$ cat config.mk
export PLATFORM = sky130hd
export DESIGN_NAME = bp_cce_hybrid_mode_ctrl_flat
export DESIGN_NICKNAME = d
export VERILOG_FILES = /design/src/rtl/bp_cce_hybrid_mode_ctrl_pkg.sv /design/src/rtl/bp_cce_hybrid_mode_ctrl_if.sv /design/src/rtl/bsg_counter_clear_up.sv /design/src/rtl/bp_cce_hybrid_mode_ctrl.sv /design/src/flat_wrapper.sv
export SDC_FILE = /design/constraint.sdc
export NUM_CORES = 1
export LEC_CHECK = 0
export ABC_AREA = 1
export BUFFER_PORTS_ARGS = -buffer_cell sky130_fd_sc_hd__buf_2
export CORE_AREA = 2 2 39 41
export DETAILED_ROUTE_END_ITERATION = 10
export DIE_AREA = 0 0 41 43
export PLACE_DENSITY = 0.6
export SLEW_MARGIN = 20
export SYNTH_ARGS = -nofsm -noshare
export SYNTH_HDL_FRONTEND = slang
export SYNTH_HIERARCHICAL = 1
export SYNTH_SLANG_ARGS = --single-unit
$ cat constraint.sdc
create_clock -name clk_i -period 1.3 [get_ports clk_i]
set_clock_uncertainty 0.05 [all_clocks]
set_input_delay 0.325 -clock clk_i [delete_from_list [all_inputs] [get_ports clk_i]]
set_output_delay 0.325 -clock clk_i [all_outputs]
set_load 0.02 [all_outputs]
$ cat src/rtl/bp_cce_hybrid_mode_ctrl_pkg.sv
// rtl/bp_cce_hybrid_mode_ctrl_pkg.sv - shared CCE mode type used by the mode controller and its clients
package bp_cce_hybrid_mode_ctrl_pkg;

  typedef enum logic [0:0] {
    e_cce_mode_normal   = 1'b0,
    e_cce_mode_uncached = 1'b1
  } bp_cce_mode_e;

endpackage

$ cat src/rtl/bp_cce_hybrid_mode_ctrl_if.sv
// rtl/bp_cce_hybrid_mode_ctrl_if.sv - ready&valid mode-change request channel
interface bp_cce_hybrid_mode_ctrl_if
  import bp_cce_hybrid_mode_ctrl_pkg::*;
();

  logic         mode_w_v_i;
  logic         mode_w_ready_and_o;
  bp_cce_mode_e mode_w_i;

  modport master (output mode_w_v_i, output mode_w_i, input mode_w_ready_and_o);
  modport slave  (input mode_w_v_i, input mode_w_i, output mode_w_ready_and_o);

endinterface

$ cat src/rtl/bsg_counter_clear_up.sv
// rtl/bsg_counter_clear_up.sv - up counter with synchronous clear; clear and up together load 1
module bsg_counter_clear_up #(
  parameter int max_val_p  = 1,
  parameter int init_val_p = 0,
  localparam int width_lp  = $clog2(max_val_p + 1)
) (
  input  logic                clk_i,
  input  logic                reset_n_i,
  input  logic                clear_i,
  input  logic                up_i,
  output logic [width_lp-1:0] count_o
);

  always_ff @(posedge clk_i or negedge reset_n_i) begin
    if (!reset_n_i) begin
      count_o <= width_lp'(init_val_p);
    end else if (clear_i) begin
      count_o <= width_lp'(up_i);
    end else if (up_i) begin
      count_o <= count_o + width_lp'(1);
    end
  end

endmodule

$ cat src/rtl/bp_cce_hybrid_mode_ctrl.sv
// rtl/bp_cce_hybrid_mode_ctrl.sv - drains CCE pipes before switching mode; watchdog under BP_CCE_MODE_CTRL_DRAIN_TIMEOUT_EN
module bp_cce_hybrid_mode_ctrl
  import bp_cce_hybrid_mode_ctrl_pkg::*;
#(
  parameter int           num_pipes_p     = 3,
  parameter int           settle_cycles_p = 2,
  parameter bp_cce_mode_e reset_mode_p    = e_cce_mode_uncached,
  parameter int           drain_timeout_p = 1024
) (
  input  logic                     clk_i,
  input  logic                     reset_n_i,
  bp_cce_hybrid_mode_ctrl_if.slave mode_if,
  input  logic [num_pipes_p-1:0]   pipe_empty_i,
  output logic                     stall_o,
  output bp_cce_mode_e             cce_mode_o,
  output logic                     switch_done_o,
  output logic                     drain_timeout_o
);

  typedef enum logic [1:0] {
    e_ready,
    e_drain,
    e_settle,
    e_switch
  } state_e;

  localparam int settle_w_lp = $clog2(settle_cycles_p + 1);
  localparam logic [settle_w_lp-1:0] settle_last_lp = settle_w_lp'(settle_cycles_p - 1);

  state_e                 state_r, state_n;
  bp_cce_mode_e           pending_r;
  logic                   same_done_r;
  logic [settle_w_lp-1:0] settle_cnt;
  logic                   all_empty, hs, same_mode;

  assign all_empty = &pipe_empty_i;
  assign mode_if.mode_w_ready_and_o = (state_r == e_ready);
  assign hs        = mode_if.mode_w_v_i & mode_if.mode_w_ready_and_o;
  assign same_mode = (mode_if.mode_w_i == cce_mode_o);

  // Counter is only meaningful in e_settle; everywhere else it is held at zero.
  bsg_counter_clear_up #(
    .max_val_p (settle_cycles_p),
    .init_val_p(0)
  ) settle_counter (
    .clk_i    (clk_i),
    .reset_n_i(reset_n_i),
    .clear_i  (state_r != e_settle),
    .up_i     ((state_r == e_settle) & all_empty),
    .count_o  (settle_cnt)
  );

  always_comb begin
    state_n = state_r;
    case (state_r)
      e_ready:  if (hs && !same_mode) state_n = e_drain;
      e_drain:  if (all_empty) state_n = e_settle;
      e_settle: begin
        if (!all_empty) state_n = e_drain;
        else if (settle_cnt == settle_last_lp) state_n = e_switch;
      end
      e_switch: state_n = e_ready;
      default:  state_n = e_ready;
    endcase
  end

  always_ff @(posedge clk_i or negedge reset_n_i) begin
    if (!reset_n_i) begin
      state_r     <= e_ready;
      cce_mode_o  <= reset_mode_p;
      pending_r   <= e_cce_mode_normal;
      same_done_r <= 1'b0;
    end else begin
      state_r     <= state_n;
      same_done_r <= hs & same_mode;
      if (hs && !same_mode) pending_r <= mode_if.mode_w_i;
      // Mode moves one cycle ahead of the stall release so pipes restart in the new mode.
      if (state_r == e_settle && state_n == e_switch) cce_mode_o <= pending_r;
    end
  end

  assign stall_o       = (state_r != e_ready);
  assign switch_done_o = (state_r == e_switch) | same_done_r;

`ifdef BP_CCE_MODE_CTRL_DRAIN_TIMEOUT_EN
  localparam int wd_w_lp = $clog2(drain_timeout_p + 1);

  logic [wd_w_lp-1:0] wd_cnt;
  logic               waiting, wd_flag_r;

  assign waiting = (state_r == e_drain) | (state_r == e_settle);

  bsg_counter_clear_up #(
    .max_val_p (drain_timeout_p),
    .init_val_p(0)
  ) wd_counter (
    .clk_i    (clk_i),
    .reset_n_i(reset_n_i),
    .clear_i  (state_r == e_ready),
    .up_i     (waiting & (wd_cnt != wd_w_lp'(drain_timeout_p))),
    .count_o  (wd_cnt)
  );

  always_ff @(posedge clk_i or negedge reset_n_i) begin
    if (!reset_n_i) begin
      wd_flag_r <= 1'b0;
    end else if (waiting && wd_cnt == wd_w_lp'(drain_timeout_p - 1)) begin
      wd_flag_r <= 1'b1;
    end
  end

  assign drain_timeout_o = wd_flag_r;
`else
  // Watchdog compiled out: the flag is constant zero.
  assign drain_timeout_o = 1'b0 & (drain_timeout_p > 0);
`endif

endmodule

$ cat src/flat_wrapper.sv
// flat-port wrapper written by rule: the top's interface ports become plain ports
module bp_cce_hybrid_mode_ctrl_flat import bp_cce_hybrid_mode_ctrl_pkg::*;
#(
  parameter int           num_pipes_p     = 3,
  parameter int           settle_cycles_p = 2,
  parameter bp_cce_mode_e reset_mode_p    = e_cce_mode_uncached,
  parameter int           drain_timeout_p = 1024
)
  (clk_i, reset_n_i, pipe_empty_i, stall_o, cce_mode_o, switch_done_o, drain_timeout_o, mode_if_mode_w_v_i, mode_if_mode_w_i, mode_if_mode_w_ready_and_o);
  bp_cce_hybrid_mode_ctrl_if mode_if_i ();
  input  logic clk_i;
  input  logic reset_n_i;
  input  logic [num_pipes_p-1:0] pipe_empty_i;
  output logic stall_o;
  output bp_cce_mode_e cce_mode_o;
  output logic switch_done_o;
  output logic drain_timeout_o;
  input wire logic [$bits(mode_if_i.mode_w_v_i)-1:0] mode_if_mode_w_v_i;
  input wire logic [$bits(mode_if_i.mode_w_i)-1:0] mode_if_mode_w_i;
  output wire logic [$bits(mode_if_i.mode_w_ready_and_o)-1:0] mode_if_mode_w_ready_and_o;
  assign mode_if_i.mode_w_v_i = mode_if_mode_w_v_i;
  assign mode_if_i.mode_w_i = mode_if_mode_w_i;
  assign mode_if_mode_w_ready_and_o = mode_if_i.mode_w_ready_and_o;
  bp_cce_hybrid_mode_ctrl #(.num_pipes_p(num_pipes_p), .settle_cycles_p(settle_cycles_p), .reset_mode_p(reset_mode_p), .drain_timeout_p(drain_timeout_p)) u_core (.clk_i(clk_i), .reset_n_i(reset_n_i), .mode_if(mode_if_i), .pipe_empty_i(pipe_empty_i), .stall_o(stall_o), .cce_mode_o(cce_mode_o), .switch_done_o(switch_done_o), .drain_timeout_o(drain_timeout_o));
endmodule
==> results by group <==
Yosys
  • Syn. warnings: 6
  • Number of synthesized register bits: 7
  • Syn_area_per_cell: 7.51 um2
  • Synth Instances: between 50 and 60
  • Synth Cell Area: ~380 um2
  • Distinct cells, synth: 17
  • Syn Nets: 58
  • Seq/Total Area, Yosys: 0.461

Routing
  • DR vias: around 350
  • Wire per inst: 9.24 um
  • DR pass1 iterations: 4
  • Antenna viol nets, final: 0
  • Drt total wl: 785 um
  • Initial DRC Count: 4
  • DRC viols: 0
  • Vias/cell: 4.16

Worst setup path
  • Startpoint types: flip-flop
  • Critical Path, Cell by Cell: nand2_1 -> inv_2 -> or2_1 -> buf_2
  • Largest fanout on the critical path: 3
  • Critical path capture point type: output pin
  • Crit-path slowest cell: dfrtp_1
  • Setup CP Type: flip-flop to output pin
  • Worst Path Buf+Inv: 2
  • CP max stage delay: approximately 420 ps
  • Critical Path AT: around 1100 ps
  • WP data required: just over 900 ps
  • Top Family by Delay on Critical Path: flip-flops

Outcome
  • Failing checks: setup timing
  • Status: complete, but fails checks

Power and ir drop
  • Leakage: ~0.00029 uW
  • Total power: between 900 and 1000 uW
  • Peak supply drop: roughly 0.00057 V
  • P per Cell Area: about 1700 nW/um2

STA
  • Hold slack: 302 ps
  • Unrepaired setup endpoints after global routing: true
  • Setup ws final: -212 ps
  • Minimum clock period: 1510 ps
  • Final count of pins violating max slew: 0
  • Setup-failing EPs final: 3
  • F_max: 0.662 GHz
  • Final worst-path cycle share: 1.16
  • Fin. Hold Viols: 0

Placed design
  • Routability Congestion: a little under 0.7
  • Port Buf Inserts: 10
  • HPWL after detailed placement: around 570 um

Min path
  • Hold Crit Class: input port to flip-flop

Clock network
  • Clk slew on worst S/H paths: roughly 60 ps
  • Clk buf depth: 2
  • CTS tree: done
  • Root Driver: clkbuf_4
  • Max H-tree Level: 1
  • # clock sinks: 7
  • Worst skew pair latency: around 250 ps
  • Num CTS Buffers: 3

Die
  • Rows: 14
  • Die Wd: 41 um
  • Core area: between 1000 and 1500 um2
  • Die area: ~1800 um2
  • Initial Util: 0.277
  • Die Y-Extent: 43 um
  • IO Pins: 12

GRT
  • First-pass GRT wire length: 1270 um
  • GRT Overall Usage: 0.110
  • Global route overflow: 0
  • Vias in the first global route: approximately 330
  • Initial antenna violation count: 0
  • Largest net degree at the start of global routing: 8

Layout
  • Layout cell share with drive strength beyond 1: 0.362
  • Area grow syn2layout: 43.5%
  • Antenna diode count: 0
  • Nets: 77

Flow run
  • Max-cap viol count: 0
## logic make-up (layout without fill, tap and decap cells)
family	after synthesis	in the layout	synth area share
AO/OA/AOI/OAI	2	2	0.0261
buffers and inverters	10	28	0.108
other	1	1	0.00979
flip-flops	7	7	0.461
AND/OR/NAND/NOR	31	31	0.395
## where the power goes
group	leakage, uW	internal [uW]	switching, uW
Combinational	0.000182	202	223
Sequential	0.0000894	265	35.2
Clock	0.0000150	117	79.7
## synthesized netlist by cell type
library cell,count,area share
nand3_2,1,0.026
a21oi_1,1,0.013
conb_1,1,0.0098
or2_1,1,0.016
nor3b_1,1,0.020
nor3_1,1,0.013
inv_1,7,0.069
buf_4,1,0.020
inv_2,2,0.020
nor2_4,2,0.059
dfrtp_1,6,0.39
dfstp_2,1,0.069
nand2_1,17,0.17
o21ai_1,1,0.013
nand2_2,1,0.016
nand3_1,3,0.039
nor2_1,4,0.039
## layout by cell type, fill, tap and decap left out, drive strengths merged
cell         instances
a21oi                1
dlygate4sd3          1
buf                 14
clkbuf               4
nand2               18
nor3b                1
dfstp                1
inv                  9
dfrtp                6
conb                 1
nor2                 6
o21ai                1
nand3                4
or2                  1
nor3                 1
## per-stage QoR
stage / setup TNS (ps) / setup slack (ps) / utilization / std cells / instance area (um2)
after floorplan: 0 / 132 / - / 51 / 383
final: -543 / -212 / 0.397 / 85 / 549
after global placement: 0 / 59.2 / 0.322 / 76 / 445
after detailed placement: 0 / 43.8 / 0.322 / 76 / 445
after CTS: -519 / -219 / 0.376 / 85 / 520
after global routing: -720 / -263 / 0.397 / 85 / 549
## state kept, by name, indices dropped and copies added, names as in the netlist
register	flops
u_core/settle_counter/count_o	2
u_core/cce_mode_o	1
u_core/same_done_r	1
u_core/state_r	2
u_core/pending_r	1
## worst register-to-register path, stage by stage (launching register included)
cell,delay [ps]
dfrtp_1,370
buf_4,150
nor2_4,160
buf_6,120
nor2_1,30
nand2_1,100
nand2_4,60
nand2_1,50
nand2_1,40
nand2_1,60
## repair_timing
item	4_1_cts	5_1_grt
buffers inserted	4	0
resized for setup	3	7
pin swaps	0	5
hold buffers	1	0
endpoints found under the setup margin	4	5
hold endpoints to repair	6	0
## final cells by class
type | instances | area [um2]
fillers | 143 | 835
flip-flops and latches | 7 | 176
multi-input cells | 34 | 180
clock buffers | 4 | 26.3
well taps | 16 | 20.0
repair buffers | 15 | 113
inverters | 9 | 33.8
## layer usage
layer | up-vias | global-route usage | share of wire
met4 | 0 | 0.0800 | 0.018
met3 | 2 | 0.0314 | 0.028
met5 | - | 0 | 0
met2 | 6 | 0.156 | 0.56
met1 | 158 | 0.133 | 0.39
li1 | 188 | - | -
## path summary, 6_finish.rpt
kind | from | endpoint | slack [ps] | depth (start not counted)
min in group asynchronous | reset_n_i | u_core/same_done_r | 400 | 2
worst max-delay path | u_core/state_r[0] | switch_done_o | -210 | 4
worst min register to register | u_core/pending_r | u_core/pending_r | 450 | 2
worst max register to register | u_core/state_r[1] | u_core/cce_mode_o | 50 | 9
worst min-delay path | mode_if_mode_w_i | u_core/pending_r | 300 | 3
max in group asynchronous | reset_n_i | u_core/cce_mode_o | 570 | 2
Note: power is estimated with default switching activity, not from simulation.
